[config.mk]
export PLATFORM = sky130hd
export DESIGN_NAME = serial_loader
export DESIGN_NICKNAME = d
export VERILOG_FILES = /design/src/rtl/serial_loader.sv
export SDC_FILE = /design/constraint.sdc
export NUM_CORES = 1
export LEC_CHECK = 0
export ABC_AREA = 1
export BUFFER_PORTS_ARGS = -buffer_cell sky130_fd_sc_hd__buf_2
export CAP_MARGIN = 20
export CORE_MARGIN = 3
export CORE_UTILIZATION = 40
export CTS_BUF_LIST = sky130_fd_sc_hd__clkbuf_16
export DETAILED_ROUTE_END_ITERATION = 7
export PLACE_DENSITY = 0.7
export SLEW_MARGIN = 20
export SYNTH_ARGS = -nofsm -noshare
export SYNTH_HDL_FRONTEND = slang
export SYNTH_SLANG_ARGS = --single-unit
[constraint.sdc]
create_clock -name clk -period 3 [get_ports clk]
set_input_delay 0.6 -clock clk [delete_from_list [all_inputs] [get_ports clk]]
set_output_delay 0.6 -clock clk [all_outputs]
set_load 0.01 [all_outputs]
[src/rtl/serial_loader.sv]
// Serial-to-parallel front end for an N-bit load-enable register: gathers an
// LSB-first bit stream, optionally checks one parity bit, then strobes the word out.
module serial_loader #(
  parameter int N         = 8,
  parameter bit PARITY_EN = 1'b1,
  parameter bit ODD       = 1'b0
) (
  input  logic         clk,
  input  logic         rst,
  input  logic         start,
  input  logic         abort,
  input  logic         sin_vld,
  input  logic         sin,
  output logic [N-1:0] d_o,
  output logic         en_o,
  output logic         busy,
  output logic         err
);

  localparam int CW = $clog2(N + 1);

  localparam logic [1:0] S_IDLE  = 2'd0;
  localparam logic [1:0] S_SHIFT = 2'd1;
  localparam logic [1:0] S_PAR   = 2'd2;
  localparam logic [1:0] S_LOAD  = 2'd3;

  logic [1:0]    r_state;
  logic [CW-1:0] r_cnt;
  logic [N-1:0]  r_shreg;
  logic [N-1:0]  r_d;
  logic          r_en;
  logic          r_err;

  logic [1:0]    w_state_nxt;
  logic [CW-1:0] w_cnt_nxt;
  logic [N-1:0]  w_shreg_nxt;
  logic          w_load;
  logic          w_err_nxt;
  logic          w_last_bit;
  logic          w_pcalc;

  function automatic logic f_parity(input logic [N-1:0] data, input logic odd);
    f_parity = (^data) ^ odd;
  endfunction

  function automatic logic [N-1:0] f_insert(input logic [N-1:0] word,
                                            input logic [CW-1:0] pos,
                                            input logic bit_in);
    f_insert = word;
    for (int i = 0; i < N; i++) begin
      if (pos == CW'(i)) f_insert[i] = bit_in;
    end
  endfunction

  assign w_last_bit = (r_cnt == CW'(N - 1));
  assign w_pcalc    = f_parity(r_shreg, ODD);

  // Next-state logic; abort outranks sin_vld and start in every busy state.
  always_comb begin
    w_state_nxt = r_state;
    w_cnt_nxt   = r_cnt;
    w_shreg_nxt = r_shreg;
    w_load      = 1'b0;
    w_err_nxt   = 1'b0;
    case (r_state)
      S_IDLE: begin
        // The cycle carrying the load strobe is still part of the previous frame.
        if (start && !abort && !r_en) begin
          w_state_nxt = S_SHIFT;
          w_cnt_nxt   = '0;
        end
      end
      S_SHIFT: begin
        if (abort) begin
          w_state_nxt = S_IDLE;
        end else if (sin_vld) begin
          w_shreg_nxt = f_insert(r_shreg, r_cnt, sin);
          w_cnt_nxt   = r_cnt + CW'(1);
          if (w_last_bit) w_state_nxt = PARITY_EN ? S_PAR : S_LOAD;
        end
      end
      S_PAR: begin
        if (abort) begin
          w_state_nxt = S_IDLE;
        end else if (sin_vld) begin
          if (sin == w_pcalc) begin
            w_state_nxt = S_LOAD;
          end else begin
            w_err_nxt   = 1'b1;
            w_state_nxt = S_IDLE;
          end
        end
      end
      S_LOAD: begin
        w_state_nxt = S_IDLE;
        w_load      = !abort;
      end
      default: w_state_nxt = S_IDLE;
    endcase
  end

  always_ff @(posedge clk or posedge rst) begin
    if (rst) begin
      r_state <= S_IDLE;
      r_cnt   <= '0;
      r_shreg <= '0;
      r_d     <= '0;
      r_en    <= 1'b0;
      r_err   <= 1'b0;
    end else begin
      r_state <= w_state_nxt;
      r_cnt   <= w_cnt_nxt;
      r_shreg <= w_shreg_nxt;
      r_en    <= w_load;
      r_err   <= w_err_nxt;
      if (w_load) r_d <= r_shreg;
    end
  end

  assign d_o  = r_d;
  assign en_o = r_en;
  assign err  = r_err;
  assign busy = (r_state != S_IDLE);

endmodule

Yosys cells after proc, flatten, opt, wreduce, memory -nomap -nowiden
Index checks and enable logic that the tools add are counted.
{"block": "totals", "register_bits": 24, "input_bits": 6, "output_inout_bits": 11, "wordCells": 68}
{"block": "classes", "addsub": 1, "eq_ne": 17, "n_mux": 17, "n_bitwise": 1, "n_reduce_logical": 19}
{"operator": "AND reduction 4 bit", "count": 10}
{"operator": "== test 4 x 3 -> 1 bit (second input constant)", "count": 4}
{"operator": "2-to-1 mux 2 bit", "count": 7}
{"operator": "2-to-1 mux 4 bit", "count": 3}
{"operator": "inequality test 3 bit (second input constant)", "count": 3}
{"operator": "== test 4 x 2 -> 1 bit (second input constant)", "count": 2}
{"operator": "case mux 2 bit (4 select lines)", "count": 1}
{"operator": "case mux 4 bit (2 select lines)", "count": 1}
{"operator": "XOR reduction 8 bit", "count": 1}
{"operator": "inequality test 2 bit (second input constant)", "count": 3}
{"operator": "2-to-1 mux 1 bit", "count": 5}
{"operator": "adder 4 x 1 -> 4 bit (second input constant)", "count": 1}
{"operator": "== test 2 bit (second input constant)", "count": 2}
{"operator": "== test 4 x 1 -> 1 bit (second input constant)", "count": 1}
{"operator": "zero test 4 bit", "count": 1}
{"operator": "nonzero test 2 bit", "count": 2}
{"operator": "== test 2 x 1 -> 1 bit (second input constant)", "count": 1}
{"operator": "logical AND 1 bit", "count": 2}
{"operator": "zero test 1 bit", "count": 2}
{"operator": "zero test 2 bit", "count": 1}
{"operator": "== test 1 bit", "count": 1}
{"operator": "NOT 1 bit", "count": 1}

Logic depth before layout (Yosys ltp)
{"block": "depth", "ltp_word": 6, "ltp_mapped": 9, "depth_no_buf": 9}

Worst setup path after synthesis
OpenSTA, ideal clock, no wires.
{"block": "synth_timing", "kind": "in2reg", "startpoint": "input abort", "endpoint": "register r_cnt[0]", "setup_time_ns": 0.128, "t_arrival_ns": 1.160, "required_time_ns": 2.872, "setup_slack_ns": 1.712, "path_stages": 6, "n_path_buf": 0, "cell_sequence": "inv_1 nand3b_1 nor2_1 nor2_4 nand2_1 o21ai_0"}
{"block": "synth_via", "elab_chain_len": 5, "elab_cells_between_ends": 6, "classes_between": "2 x eq/ne; 4 x reduce/logical"}
{"item": "start: declaration", "line": "11", "rtl": "input logic abort,"}
{"item": "zero test 1 bit", "line": "68", "rtl": "if (start && !abort && !r_en) begin"}
{"item": "logical AND 1 bit (2 in a row)", "line": "68"}
{"item": "inequality test 2 bit (no line)"}
{"item": "AND reduction 4 bit (no line) (*)"}
{"item": "end signal: assignment", "line": "112", "rtl": "r_cnt <= w_cnt_nxt;"}
{"item": "end: declaration", "line": "28", "rtl": "logic [CW-1:0] r_cnt;"}
Mark *: on every way between the ends. The rest lies on a longest branch, timed or not.
A chain may end at the register's enable or synchronous reset.

Final worst setup path
{"block": "layout_timing", "startpoint": "register r_state[0]", "endpoint": "output busy"}
{"block": "layout_via", "elab_chain_len": 1}
{"item": "start: declaration", "line": "27", "rtl": "logic [1:0] r_state;"}
{"item": "start signal: assignment", "line": "111", "rtl": "r_state <= w_state_nxt;"}
{"item": "nonzero test 2 bit", "line": "123", "rtl": "assign busy = (r_state != S_IDLE);"}
{"item": "end: declaration", "line": "16", "rtl": "output logic busy,"}
Every way passes these cells.

==> results list <==
- Root Buffer: sky130_fd_sc_hd__clkbuf_16
* Placed cell area: 1449 µm²
- After Yosys synthesis, and, or, nand and nor cells account for 31.26% of the synthesized area.
- Buffers inserted to repair hold after CTS numbered 0.
- Measured slew at the worst slew-check pin: 0.9172 ns
- TritonCTS built the clock tree.
- The longest clock path from root to sink contains 2 buffers.
- Global-route total usage across every layer: 15.21%
- Number of enable flip-flop cells after synthesis: 0
* Design area: 1554 µm²
- Final setup violation count: 0
- The die is between 60 and 70 µm tall.
* Number of warning messages in the yosys log: 0
- The setup path with the least slack is of type flip-flop to output pin.
- Counting the buffers created by CTS gives 3.
- Entering global routing, the biggest net connects 25 pins.
- Count of final max-slew check failures: 0
* Total of buffers placed on input and output ports: 16
* Number of cells on the worst reg-to-reg path: 6
- After synthesis, the largest family of logic cells by area is simple AND/OR/NAND/NOR gates.
* Run status: finished clean
* Initial antenna violation count: 0
- Highest-delay cell along the critical path: sky130_fd_sc_hd__dfrtp_1
* Maximum single-stage delay on the critical path: 0.44 ns
- Dividing the detail-routed via count by the number of cells gives 4.842.
* Clock skew: about 0.004 ns
- After floorplanning, the core was sized to cover 3103 µm².
- Setup repair after global routing left no endpoint under its margin.
* Pwr Total: 1.446 mW
- Worst IR drop on VDD: 0.3650 mV
- In this run the horizontal extent of the chip is 63.56 µm.
- At the placement stage, the worst setup path has a slack of 1.450 ns.
- In this run the number of H-tree levels came out at 1.
* Post-layout min period: 1.710 ns
* Kind of end point of the critical path: output pin
- Insertion delay to the later sink of the worst-skew pair: 0.26 ns
* Share of cell area taken by muxes after synthesis: 0%
- Core occupancy in the finished layout: 50.08%
- The share of the Yosys chip area taken by registers is approximately 45%.
* Post-Synth XOR/XNOR Area: around 2.6%
* Avg WL per Cell: roughly 12 µm
- The tightest min-delay check is of the flip-flop to flip-flop type.
* FMAX: 584.8 MHz
- Number of diodes: 0
- For this run, asynchronously set or reset flops after synthesis account for 100.0%.
- Counting flops and latches in the post-synthesis netlist gives 24.
- Num rows: 20
* Synthesized net count: between 150 and 200
* Crit path max fanout: 5
- Relative to the synthesized area, the layout overhead comes to 17.28%.
- Power density over cell area: approximately 930 nW/µm²
* DRC errors left: 0
- sky130_fd_sc_hd__dfrtp_1 takes more of the synthesized area than any other cell.
* ANT nets after route: 0
* GPL Wtd Cong: between 0.7 and 0.8
- TritonRoute pass-1 iters: 4
- Of the total synthesized cell area, the portion taken by full adders, half adders and majority gates is about 3.8%.
* Final worst setup slack: 1.290 ns
- After clock tree synthesis, the repair step resized 0 gates.
- Residual overflow from global routing: 0
- Walking the worst path, the cells encountered are nor2_1 -> inv_1 -> buf_2.
* Tightest slew margin relative to the limit: 38.79%
- Critical Path AT: 1.11 ns
- DRT Wirelength: roughly 2600 µm
- The tool flagged a number of max-cap violations equal to 0.
- Cells after synthesis: approximately 160
- Detailed Place HPWL: 2014 µm
- Counting instances, the worst hold path has a depth of 2.
- Cells taking the most area after synthesis: sky130_fd_sc_hd__dfrtp_1 (45%), sky130_fd_sc_hd__nand2_1 (14%), sky130_fd_sc_hd__inv_1 (4.2%)
* Post-Route Setup TNS: 0 ns
* Number of hold violations in the final report: 0
* Clock input transition at the sequential cells of the worst setup and hold paths: ~0.060 ns
* Number of fill cells: 310
- Area of the mapped netlist: 1325 µm²
- The via count of the first global-routing pass was 1123.
* P_leak: 0.7711 nW
- In the final design database the tool counted around 190 nets.
* Drt initial violations: 45
- The die covers 4039 µm².
* IO Count: 17
* Clock tree sinks: 24
* Total number of vias: 1075
- The first global-routing pass estimated between 4000 and 5000 µm of wire.
- Mean instance size in the synthesized netlist: approximately 8.3 µm²
- Kind of start point of the critical path: flip-flop
* Area share of the largest cell type after synthesis: 45.33%
* Post-CTS setup repair buffer count: 0
- The worst register-to-register path has a setup slack of 1.68 ns.
* Leading register cell type out of synthesis: sky130_fd_sc_hd__dfrtp_1
- Summing the areas of all compound-gate instances in the mapped netlist gives 10.39% of the synthesized area.
- In this run, distinct cell masters in the synthesized netlist total 25.
- Of the available clock period, the critical path in the final layout requires 57.00%.
* Share of post-route cells with drive strength above 1: 23.03%
- Once the floorplan was initialized, standard cells occupied 42.70% of the core.
- Required time of the worst setup path: between 2 and 2.5 ns
sequential cells by signal, indices dropped and copies added (netlist names):
signal and count:
d_o 8, en_o 1, err 1, r_cnt 4, r_shreg 8, r_state 2
report_power, final:
| part | leakage, nW | switching, mW | internal [mW] |
|---|---|---|---|
| Sequential | 0.322 | 0.104 | 0.423 |
| Combinational | 0.398 | 0.335 | 0.204 |
| Clock | 0.0511 | 0.114 | 0.265 |
area by class of cell:
class	instances	area, µm²	share of cell area (%)
Tap cell	44	55.05	3.543
Multi-Input combinational cell	114	636.9	40.98
Inverter	20	76.32	4.911
Timing Repair Buffer	16	80.08	5.153
Clock buffer	3	75.07	4.831
Clock inverter	1	30.03	1.932
Sequential cell	24	600.6	38.65
cells in the final DEF, fill, tap and decap left out, drive strengths merged:
cell,synthesis,layout
nand2,53,53
dfrtp,24,24
inv,19,19
buf,1,16
nand3,12,12
o21ai,12,12
nor2,9,9
nor3,8,8
a21oi,7,7
ha,4,4
clkbuf,0,3
a31oi,2,2
xor2,2,2
xnor2,2,2
nand3b,1,1
clkinv,1,1
nor3b,1,1
o21bai,1,1
bufinv,0,1
path summary, 6_finish.rpt:
check | start | to
worst max-delay path | r_state[0] | busy
worst min-delay path | d_o[3] | d_o[3]
worst max register to register | r_state[0] | r_cnt[0]
worst min register to register | d_o[3] | d_o[3]
max in group asynchronous | rst | r_shreg[7]
min in group asynchronous | rst | en_o
layer usage:
metal / track usage, % / up-vias / wire length (µm) / share of wire [%]
li1: - / 543 / - / -
met1: 16.95 / 511 / 1128 / 43
met2: 27.64 / 17 / 1380 / 53
met3: 4.278 / 4 / 87 / 3.3
met4: 4.852 / 0 / 31 / 1.2
met5: 0 / - / 0 / 0
logic make-up after synthesis:
family                   after synthesis
XOR/XNOR                               4
buffers and inverters                 21
flip-flops                            24
AND/OR/NAND/NOR                       84
AO/OA/AOI/OAI                         22
adder cells (fa/ha/maj)                4
stage by stage:
stage	cells	hold WS, ns
final	222	0.4701
after CTS	222	0.4771
after global routing	222	0.4945
after floorplan	159	0.5011
after detailed placement	218	0.4548
after global placement	218	0.4485
critical path, delay by kind of cell, from the launching register on:
family                 cells  cell delay [ns]
buffers and inverters      2             0.22
AND/OR/NAND/NOR            1             0.20
flip-flops                 1             0.44
cells in the mapped netlist (2+ instances only):
cell type	instances
sky130_fd_sc_hd__xnor2_1	2
sky130_fd_sc_hd__nor2_4	2
sky130_fd_sc_hd__nand3_1	11
sky130_fd_sc_hd__inv_2	4
sky130_fd_sc_hd__o21ai_1	3
sky130_fd_sc_hd__nand2_2	3
sky130_fd_sc_hd__dfrtp_1	24
sky130_fd_sc_hd__nor3_4	3
sky130_fd_sc_hd__xor2_1	2
sky130_fd_sc_hd__o21ai_0	4
sky130_fd_sc_hd__a31oi_1	2
sky130_fd_sc_hd__ha_1	4
sky130_fd_sc_hd__a21oi_1	7
sky130_fd_sc_hd__o21ai_2	5
sky130_fd_sc_hd__inv_1	15
sky130_fd_sc_hd__nand2_1	50
sky130_fd_sc_hd__nor2_1	7
sky130_fd_sc_hd__nor3_1	4
No activity file was read; power rests on OpenSTA's default activity.
